<file path="config.mk">
export PLATFORM = sky130hd
export DESIGN_NAME = ifu_fetch
export DESIGN_NICKNAME = d
export VERILOG_FILES = /design/src/rtl/ifu_fetch.sv
export SDC_FILE = /design/constraint.sdc
export NUM_CORES = 1
export LEC_CHECK = 0
export ABC_AREA = 1
export BUFFER_PORTS_ARGS = -buffer_cell sky130_fd_sc_hd__buf_4
export CAP_MARGIN = 5
export CORE_MARGIN = 1.5
export CORE_UTILIZATION = 40
export DETAILED_ROUTE_END_ITERATION = 8
export PLACE_DENSITY = 0.74
export SYNTH_ARGS = -nofsm -noshare
export SYNTH_HDL_FRONTEND = slang
export SYNTH_SLANG_ARGS = --single-unit
</file>
<file path="constraint.sdc">
create_clock -name clk -period 5.7 [get_ports clk]
set_input_delay 1.14 -clock clk [delete_from_list [all_inputs] [get_ports clk]]
set_output_delay 1.14 -clock clk [all_outputs]
set_load 0.01 [all_outputs]
</file>
<file path="src/rtl/ifu_fetch.sv">
// ifu_fetch: instruction fetch front end. Holds the PC, issues word reads
// to a synchronous instruction SRAM (1-cycle read latency), tracks the
// in-flight read, queues returned words in a 2-entry FIFO and presents
// {pc, ins} pairs to decode with a valid/ready handshake. A branch from
// execute flushes all fetched state and issues the target in the same cycle.
//
// Parameters:
//   AW        byte-address width of PC and SRAM address
//   RESET_PC  PC loaded on reset (bits [1:0] must be 0)
// Ports:
//   clk, rst            clock, asynchronous active-high reset
//   ins_a, ins_e        SRAM request address / enable (sampled at posedge)
//   ins                 SRAM read data, valid the cycle after a request
//   branch, branch_pc   redirect request and target (bits [1:0] ignored)
//   ifu_vld, ifu_rdy    handshake to decode
//   ifu_pc, ifu_ins     presented instruction (FIFO head)
// Optional feature macro IFU_PERF_EN adds:
//   perf_fetch          count of accepted instructions (wrapping)
//   perf_flush          count of cycles with branch high (wrapping)

module ifu_fetch #(
    parameter int          AW       = 16,
    parameter logic [AW-1:0] RESET_PC = '0
) (
    input  logic          clk,
    input  logic          rst,
    output logic [AW-1:0] ins_a,
    output logic          ins_e,
    input  logic [31:0]   ins,
    input  logic          branch,
    input  logic [AW-1:0] branch_pc,
    output logic          ifu_vld,
    input  logic          ifu_rdy,
    output logic [AW-1:0] ifu_pc,
    output logic [31:0]   ifu_ins
`ifdef IFU_PERF_EN
    ,
    output logic [31:0]   perf_fetch,
    output logic [15:0]   perf_flush
`endif
);

    logic [AW-1:0] pc;
    logic          inf_vld;
    logic [AW-1:0] inf_pc;
    logic          inf_kill;

    logic [AW-1:0] q_pc  [2];
    logic [31:0]   q_ins [2];
    logic [1:0]    cnt;
    logic          rd_ptr;
    logic          wr_ptr;

    logic          pop;
    logic          push;
    logic [2:0]    pending;
    logic          bpc_unused;

    assign bpc_unused = ^branch_pc[1:0];

    assign pop = ifu_vld & ifu_rdy;

    // Words that will occupy the FIFO after this edge if nothing new issues.
    assign pending = {1'b0, cnt} + {2'b00, inf_vld} - {2'b00, pop};

    assign ins_e = !rst & (branch | (pending < 3'd2));
    assign ins_a = branch ? {branch_pc[AW-1:2], 2'b00} : pc;

    // A branch drops the word arriving this cycle; the redirected request
    // lands after the flush, so it never needs killing.
    assign inf_kill = branch;
    assign push     = inf_vld & !inf_kill;

    assign ifu_vld = (cnt != 2'd0);
    assign ifu_pc  = q_pc[rd_ptr];
    assign ifu_ins = q_ins[rd_ptr];

    always_ff @(posedge clk or posedge rst) begin
        if (rst) begin
            pc      <= RESET_PC;
            inf_vld <= 1'b0;
            inf_pc  <= '0;
            cnt     <= 2'd0;
            rd_ptr  <= 1'b0;
            wr_ptr  <= 1'b0;
            for (int i = 0; i < 2; i++) begin
                q_pc[i]  <= '0;
                q_ins[i] <= '0;
            end
        end else begin
            if (ins_e) begin
                pc <= ins_a + AW'(4);
            end
            inf_vld <= ins_e;
            inf_pc  <= ins_a;
            if (branch) begin
                cnt    <= 2'd0;
                rd_ptr <= 1'b0;
                wr_ptr <= 1'b0;
            end else begin
                if (push) begin
                    q_pc[wr_ptr]  <= inf_pc;
                    q_ins[wr_ptr] <= ins;
                    wr_ptr        <= ~wr_ptr;
                end
                if (pop) begin
                    rd_ptr <= ~rd_ptr;
                end
                cnt <= cnt + {1'b0, push} - {1'b0, pop};
            end
        end
    end

`ifdef IFU_PERF_EN
    always_ff @(posedge clk or posedge rst) begin
        if (rst) begin
            perf_fetch <= '0;
            perf_flush <= '0;
        end else begin
            if (pop) begin
                perf_fetch <= perf_fetch + 32'd1;
            end
            if (branch) begin
                perf_flush <= perf_flush + 16'd1;
            end
        end
    end
`else
    // Performance counters not built.
`endif

endmodule
</file>
==> results of run 1 <==
## final timing paths
check | startpoint | endpoint | slack [ps] | cells after the start
worst max-delay path | ifu_rdy | ins_e | 1630 | 11
max in group asynchronous | rst | q_ins[39] | 4040 | 3
worst min-delay path | q_pc[8] | q_pc[8] | 480 | 2
worst min register to register | q_pc[8] | q_pc[8] | 480 | 2
worst max register to register | cnt[1] | pc[6] | 3000 | 14
min in group asynchronous | rst | pc[2] | 1020 | 3
## cells in the mapped netlist
master,number
a21boi_0,1
a21oi_1,4
a31oi_1,4
buf_2,11
buf_4,1
buf_6,2
clkbuf_1,21
dfrtp_1,133
fa_1,1
ha_1,2
inv_1,67
inv_2,3
nand2_1,314
nand2_2,13
nand3_1,15
nand4_1,5
nor2_1,14
nor2_2,2
nor2_4,3
o211ai_1,1
o21ai_0,107
o21ai_1,1
o21bai_2,2
or2_1,1
or2_2,1
xnor2_1,1
## final cells by class
cell class	count	area (um^2)	area share, %
Clock buffer	23	478	6.41
Clock inverter	9	101	1.36
Inverter	70	267	3.57
Multi-Input combinational cell	492	2160	29.0
Sequential cell	133	3330	44.6
Tap cell	184	230	3.09
Timing Repair Buffer	119	893	12.0
## flip-flops by register name (all words and copies together) (netlist names)
signal / cells
cnt: 2
rd_ptr: 1
inf_vld: 1
inf_pc: 16
q_ins: 64
wr_ptr: 1
q_pc: 32
pc: 16
## power breakdown
group	switching, mW	leakage [nW]	total (mW)	internal, mW
Combinational	0.816	2.03	1.42	0.604
Clock	0.386	0.287	1.06	0.675
Sequential	0.228	1.67	1.56	1.33
Total	1.43	3.99	4.04	2.61
## metrics by stage
stage	utilization, %	instances
2_1_floorplan	-	730
3_3_place_gp	47.5	998
3_5_place_dp	47.5	998
4_1_cts	51.5	1030
5_1_grt	51.5	1030
6_report	51.5	1030
## per-layer routing
metal / wire length, um / vias to the layer above / track usage, % / part of all wire, %
met3: 716 / 11 / 5.33 / 5.6
li1: - / 2474 / - / -
met1: 6190 / 2255 / 24.7 / 48
met2: 5780 / 123 / 26.0 / 45
met5: 0 / - / 0 / 0
met4: 117 / 0 / 5.07 / 0.91
## cell families (layout without fill, tap and decap cells)
| kind of cell | count (synthesis) | in the layout | share of synthesized area (%) |
|---|---|---|---|
| simple gates | 368 | 368 | 25.0 |
| xor+xnor | 1 | 1 | 0.148 |
| buf+inv | 105 | 221 | 7.22 |
| flops | 133 | 133 | 56.3 |
| fa+ha+maj | 3 | 3 | 0.762 |
| compound gates | 120 | 120 | 10.5 |
## worst register-to-register path: stages (launching register included)
cell	delay [ps]
dfrtp_1	410
inv_1	90
nand2_1	80
nand2_1	110
inv_1	80
nand2_1	60
o21ai_0	70
nand2_1	90
fa_1	490
a21boi_0	180
o211ai_1	120
nand2_2	310
inv_1	290
nand2_1	120
o21ai_0	90
## layout by cell type, fill, tap and decap left out, drive strengths merged
master    count
a21boi        1
a21oi         4
a31oi         4
buf         119
bufinv        2
clkbuf       23
clkinv        6
clkinvlp      2
dfrtp       133
fa            1
ha            2
inv          69
nand2       327
nand3        15
nand4         5
nor2         19
o211ai        1
o21ai       108
o21bai        2
or2           2
xnor2         1
==> summary.txt, run 1 <==
Status -> completed
WL/cell -> 12.4 um
Global Route Usage Sum -> 17.5%
Routability Congestion -> 0.788
Largest net degree at the start of global routing -> 73
Synthesis Warnings -> 0
Synth Net Count -> 785
Initial antenna violation count -> 0
Post-DP HPWL -> 8160 um
HP Class -> reg2reg
First-pass GRT wire length -> 22000 um
Hold WS -> 479 ps
DRT iter0 DRCs -> 307
Cts repair resizes -> 0
Crit path buffers/inverters -> 3
Final max-slew violation count -> 0
Max clock buf depth -> 2
Root Driver -> clkbuf_16
Post-Route WL -> 12800 um
CTS clk-pin slew, worst paths -> 50 ps
Routed Antenna Nets -> 0
Die W -> 125 um
Crit-path max cell delay -> 490 ps
Layout cell share with drive strength beyond 1 -> 20.8%
Max transition margin -> 32.3%
Final Power -> 4.04 mW
IO Port Bufs -> 115
# DRC -> 0
Post-CTS Setup Repair Bufs -> 0
# IOs -> 118
Vias in the first global route -> 4575
CTS Sinks -> 133
Fin Setup TNS -> 0 ps
CP max FO -> 20
Cell mode on critical path -> nand2_1
Crit Path Category -> in2out
Pre-CTS WS -> 1670 ps
CP cell instances -> buf_4 -> nand2_1 -> inv_1 -> nand2_1 -> o21ai_0 -> nand2_1 -> fa_1 -> a21boi_0 -> o211ai_1 -> nand2_2 -> buf_4
Crit-path slowest cell -> fa_1
Cell variety after synth -> 26
Final period util -> 71.4%
Htree depth -> 4
Synth area leader -> dfrtp_1
Syn avg cell area -> 8.10 um^2
CTS tree -> done
Pre-antenna DRT Iters -> 5
P_leak -> 3.99 nW
Clk_lat worst skew -> 410 ps
Rows -> 44
RSZ-0062 raised after global routing -> false
Hold_buf cts -> 0
F_max -> 0.246 GHz
CP top delay family -> simple AND/OR/NAND/NOR gates
Synth area leaders -> dfrtp_1, nand2_1, o21ai_0, inv_1, nand2_2
Fin area -> 7460 um^2
Worst Skew -> 6.93 ps
Die Y -> 125 um
#FFs+latches synth -> 133
Hold Fails Final Rpt -> 0
Yosys top cell area share -> 56.3%
Die area -> 15500 um^2
Peak supply drop -> 0.234 mV
Via count -> 4863
Ant. Diodes -> 0
Power Dens Cells -> 542 nW/um^2
Total CTS buffers -> 17
Nets -> 888
Startpoint types -> input pin
Initial core utilization -> 40.8%
Remaining global-route overflow -> 0
Crit. End Element -> output pin
P&R area growth vs syn -> 26.2%
Least-Margin Pin Slew -> 1020 ps
Final Setup Violations -> 0
Min cycle time layout -> 4070 ps
Core area -> 14500 um^2
Post-DP Area -> 6880 um^2
Cells after Synth -> 730
Fillers -> 1397
Max-cap violations -> 0
Vias/cell -> 4.72
Worst EP required -> 4560 ps
Sequential area share after synthesis -> 56.3%
Setup ws final -> 1630 ps
WP data arrival -> 2930 ps
Mapped cell area -> 5910 um^2
Note: power is estimated with default switching activity, not from simulation.
==> run 2, diff against run 1 <==
--- a/config.mk
+++ b/config.mk
@@ -11,7 +11,7 @@
 export CORE_MARGIN = 1.5
 export CORE_UTILIZATION = 40
 export DETAILED_ROUTE_END_ITERATION = 8
-export PLACE_DENSITY = 0.74
+export PLACE_DENSITY = 0.72
 export SYNTH_ARGS = -nofsm -noshare
 export SYNTH_HDL_FRONTEND = slang
 export SYNTH_SLANG_ARGS = --single-unit
==> constraint.sdc (replaced) <==
create_clock -name clk -period 3.8 [get_ports clk]
set_input_delay 0.76 -clock clk [delete_from_list [all_inputs] [get_ports clk]]
set_output_delay 0.76 -clock clk [all_outputs]
set_load 0.01 [all_outputs]
==> summary.txt, run 2 (synthesized netlist as in run 1, its figures left out) <==
Status -> completed
Initial antenna violation count -> 0
CP max FO -> 4
Largest regs -> q_ins: 64 flops, q_pc: 32 flops
Crit-path max cell delay -> 490 ps
Remaining global-route overflow -> 0
F_max -> 0.312 GHz
Most frequent cells in the layout -> nand2_1, dfrtp_1, buf_4, o21ai_0, inv_1
Hold_buf cts -> 0
Largest net degree at the start of global routing -> 83
Post-DP HPWL -> 8260 um
CTS Sinks -> 133
Fin Setup TNS -> 0 ps
Vias/cell -> 4.77
# DRC -> 0
Pre-antenna DRT Iters -> 5
P_leak -> 4.00 nW
Cell mode on critical path -> nand2_1
Commonest non-fill, non-tap cell in the layout -> nand2_1
Hold WS -> 481 ps
Nets -> 891
Layout cell share with drive strength beyond 1 -> 21.3%
CP cell instances -> inv_1 -> nand2_1 -> nand2_1 -> inv_1 -> nand2_1 -> o21ai_0 -> nand2_1 -> fa_1 -> a21boi_0 -> o211ai_1 -> nand2_2 -> buf_4
Hold Fails Final Rpt -> 0
Ant. Diodes -> 0
Die area -> 15500 um^2
Clk_lat worst skew -> 410 ps
Least-Margin Pin Slew -> 1000 ps
Routability Congestion -> 0.789
Die Y -> 125 um
WL/cell -> 12.7 um
RSZ-0062 raised after global routing -> false
Crit Path Category -> reg2out
Max clock buf depth -> 2
Routed Antenna Nets -> 0
CTS clk-pin slew, worst paths -> 50 ps
Vias in the first global route -> 4553
HP Class -> reg2reg
Final max-slew violation count -> 0
Initial core utilization -> 40.8%
Crit-path slowest cell -> fa_1
Total CTS buffers -> 17
First-pass GRT wire length -> 22200 um
WP data arrival -> 2450 ps
Global Route Usage Sum -> 17.8%
Worst Skew -> 4.43 ps
Power Dens Cells -> 812 nW/um^2
Final Setup Violations -> 0
Setup ws final -> 594 ps
Worst EP required -> 3040 ps
Fin area -> 7490 um^2
Via count -> 4924
Post-CTS Setup Repair Bufs -> 0
Max transition margin -> 33.2%
DRT iter0 DRCs -> 399
Max reg flops -> 64
Post-Route WL -> 13100 um
Root Driver -> clkbuf_16
Pre-CTS WS -> 802 ps
Core area -> 14500 um^2
Cts repair resizes -> 0
Rows -> 44
Final Power -> 6.08 mW
# IOs -> 118
Die W -> 125 um
Final period util -> 84.4%
Min cycle time layout -> 3210 ps
Post-DP Area -> 6910 um^2
CP top delay family -> adder cells
Htree depth -> 4
Top register by number of flip-flops -> q_ins
P&R area growth vs syn -> 26.7%
Crit. End Element -> output pin
IO Port Bufs -> 115
Startpoint types -> flop
Fillers -> 1431
Crit path buffers/inverters -> 3
Peak supply drop -> 0.367 mV
Max-cap violations -> 0
CTS tree -> done
[run 2: cell types whose count changed in the layout (fill, tap and decap cells not counted), sizes merged]
cell / before / now
buf: 119 / 122
bufinv: 2 / 1
clkinvlp: 2 / 3
[run 2: cell type report]
class	instances	area [um^2]	share of cell area, %
sequential	133	3330	44.5
multi-input combinational	492	2160	28.8
timing repair buffer	122	928	12.4
clock buffer	23	498	6.65
inverter	70	267	3.56
tap	184	230	3.07
clock inverter	9	75.1	1.00
[run 2: metrics by stage]
step | cells | util [%]
after global placement | 1001 | 47.8
after detailed placement | 1001 | 47.8
after global routing | 1033 | 51.7
final | 1033 | 51.7
after floorplan | 730 | -
after CTS | 1033 | 51.7
[run 2: worst register-to-register path, stage by stage (launching register included)]
cell and delay [ps]:
dfrtp_1 410, inv_1 100, nand2_1 90, nand2_1 100, inv_1 80, nand2_1 60
o21ai_0 80, nand2_1 90, fa_1 490, a21boi_0 180, o211ai_1 130, nand2_2 120
buf_4 230, inv_1 220, o21ai_0 250
[run 2: final timing paths]
kind                       depth (start not counted)  slack [ps]     start  endpoint
max                                               12         590    cnt[1]     ins_e
min                                                2         480  q_pc[15]  q_pc[15]
max reg2reg                                       14        1090    cnt[1]     pc[2]
min reg2reg                                        2         480  q_pc[15]  q_pc[15]
max in group asynchronous                          3        2390       rst    rd_ptr
min in group asynchronous                          3         590       rst     pc[3]
[run 2: metal layers]
metal	track usage [%]	share of wire, %
met2	26.6	44
met4	6.96	1.5
met1	25.0	48
met3	4.30	6.2
met5	0	0
[run 2: power by group]
group,switching [mW],internal [mW]
clock,0.579,0.978
combinational,1.29,0.929
sequential,0.298,2.00
total,2.17,3.91
==> run 3, diff against run 2 <==
--- a/config.mk
+++ b/config.mk
@@ -11,7 +11,7 @@
 export CORE_MARGIN = 1.5
 export CORE_UTILIZATION = 40
 export DETAILED_ROUTE_END_ITERATION = 8
-export PLACE_DENSITY = 0.72
+export PLACE_DENSITY = 0.74
 export SYNTH_ARGS = -nofsm -noshare
 export SYNTH_HDL_FRONTEND = slang
 export SYNTH_SLANG_ARGS = --single-unit
==> constraint.sdc (replaced) <==
create_clock -name clk -period 2.65 [get_ports clk]
set_input_delay 0.53 -clock clk [delete_from_list [all_inputs] [get_ports clk]]
set_output_delay 0.53 -clock clk [all_outputs]
set_load 0.01 [all_outputs]
==> summary.txt, run 3 (synthesized netlist as in run 1, its figures left out) <==
Status -> finished with violations
Failing checks -> negative setup slack
Peak supply drop -> 0.467 mV
Crit-path max cell delay -> 490 ps
Routability Congestion -> 0.838
Hold_buf cts -> 0
WL/cell -> 12.7 um
Max transition margin -> 50.5%
Total CTS buffers -> 17
Commonest non-fill, non-tap cell in the layout -> nand2_1
Die area -> 15500 um^2
P_leak -> 4.04 nW
Max reg flops -> 64
CP top delay family -> adder cells
HP Class -> in2async
Least-Margin Pin Slew -> 742 ps
Fin area -> 7550 um^2
Fillers -> 1391
Max-cap violations -> 0
Nets -> 901
Startpoint types -> flop
Routed Antenna Nets -> 0
Hold Fails Final Rpt -> 0
Clock power share -> 24.5%
Remaining global-route overflow -> 0
Rows -> 44
Vias/cell -> 4.74
Net Sw Power -> 3.09 mW
Most frequent cells in the layout -> nand2_1, dfrtp_1, buf_4, o21ai_0, inv_1
Worst EP required -> 2120 ps
IO Port Bufs -> 115
Max clock buf depth -> 2
Pre-CTS WS -> 86.1 ps
Core area -> 14500 um^2
Vias in the first global route -> 4833
Cells after DPL -> 1007
DRT iter0 DRCs -> 373
Largest net degree at the start of global routing -> 59
Post-DP HPWL -> 8650 um
WP data arrival -> 2220 ps
Post-Route WL -> 13200 um
Worst Skew -> 7.31 ps
Crit path buffers/inverters -> 3
Global Route Usage Sum -> 18.4%
First-pass GRT wire length -> 23100 um
Crit Path Category -> reg2out
Top register by number of flip-flops -> q_ins
Gate power share -> 38.0%
Htree depth -> 4
Clk_lat worst skew -> 410 ps
P&R area growth vs syn -> 27.8%
Ant. Diodes -> 0
Initial core utilization -> 40.8%
CTS tree -> done
Reg2reg setup slack -> 280 ps
Sw frac -> 35.3%
Final max-slew violation count -> 0
Root Driver -> clkbuf_16
CTS clk-pin slew, worst paths -> 60 ps
# DRC -> 0
Post-DP Area -> 6960 um^2
Layout cell share with drive strength beyond 1 -> 22.7%
Final period util -> 104%
Power Dens Cells -> 1160 nW/um^2
Crit. End Element -> output pin
Final Setup Violations -> 1
Sequential Power Share -> 37.5%
Layout Cells excl Fill -> 1040
Largest regs -> q_ins: 64 flops, q_pc: 32 flops
Cell mode on critical path -> nand2_2
CP cell instances -> inv_2 -> nand2_2 -> nand2_2 -> inv_2 -> nand2_2 -> o21ai_2 -> nand2_1 -> fa_1 -> a21boi_2 -> o211ai_1 -> nand2_2 -> buf_6
Final Power -> 8.76 mW
Setup ws final -> -104 ps
Pre-antenna DRT Iters -> 5
Initial antenna violation count -> 0
Die Y -> 125 um
Internal cell power -> 5.66 mW
Via count -> 4927
RSZ-0062 raised after global routing -> true
CP max FO -> 3
# IOs -> 118
Die W -> 125 um
Min cycle time layout -> 2750 ps
CTS Sinks -> 133
F_max -> 0.363 GHz
Crit-path slowest cell -> fa_1
-- run 3: changes by cell type in the layout (fill, tap and decap cells not counted), moves of 3 or more --
cell	before	now
nand2_2	15	18
inv_2	3	6
buf_4	121	130
nand2_1	312	309
inv_1	66	63
-- run 3: final cells by class --
cell class / count / area, um^2 / share of cell area [%]
Clock buffer: 24 / 492 / 6.51
Tap cell: 184 / 230 / 3.05
Sequential cell: 133 / 3330 / 44.1
Inverter: 70 / 267 / 3.53
Clock inverter: 5 / 50.0 / 0.663
Timing Repair Buffer: 132 / 1010 / 13.3
Multi-Input combinational cell: 492 / 2170 / 28.8
-- run 3: repair_timing --
item | CTS | global route
gates resized for setup | 10 | 1
endpoints found under the setup margin | 1 | 1
setup buffers | 4 | 0
pin swaps | 4 | 0
-- run 3: stage by stage --
step | util [%] | TNS (ps) | hold slack (ps)
floorplan | - | -12660 | 449
global placement | 48.1 | 0 | 465
detailed placement | 48.1 | 0 | 472
CTS | 52.1 | -54.7 | 318
global route | 52.1 | -271 | 351
finish | 52.1 | -104 | 311
-- run 3: worst paths after layout --
path | from | depth (start not counted) | to
max in group asynchronous | rst | 4 | q_ins[52]
min in group clk | branch | 2 | cnt[0]
min | rst | 3 | inf_pc[6]
min reg2reg | q_ins[56] | 2 | q_ins[56]
max | cnt[1] | 12 | ins_e
max reg2reg | cnt[1] | 14 | pc[2]
-- run 3: worst register-to-register path, cell delays in order, from the launching register on --
cell	delay [ps]
dfrtp_1	400
inv_2	80
nand2_2	60
nand2_2	80
inv_2	40
nand2_2	60
o21ai_2	50
nand2_1	70
fa_1	420
a21boi_2	170
o211ai_1	90
nand2_2	120
buf_4	180
inv_1	270
o21ai_0	140
-- run 3: power groups by stage --
| stage | clock, mW | sequential (mW) | combinational [mW] |
|---|---|---|---|
| CTS | 2.19 | 3.28 | 3.36 |
| global placement | 0 | 3.28 | 3.20 |
| finish | 2.15 | 3.29 | 3.33 |
| global route | 2.29 | 3.39 | 3.80 |
| floorplan | 0 | 3.21 | 2.00 |
| detailed placement | 0 | 3.30 | 3.27 |
-- run 3: metal layers --
metal / vias to the layer above / part of all wire, % / track usage [%]
met1: 2283 / 47 / 24.3
met4: 0 / 1.8 / 7.17
met3: 22 / 5.5 / 5.03
met2: 125 / 46 / 28.9
li1: 2497 / - / -
met5: - / 0 / 0
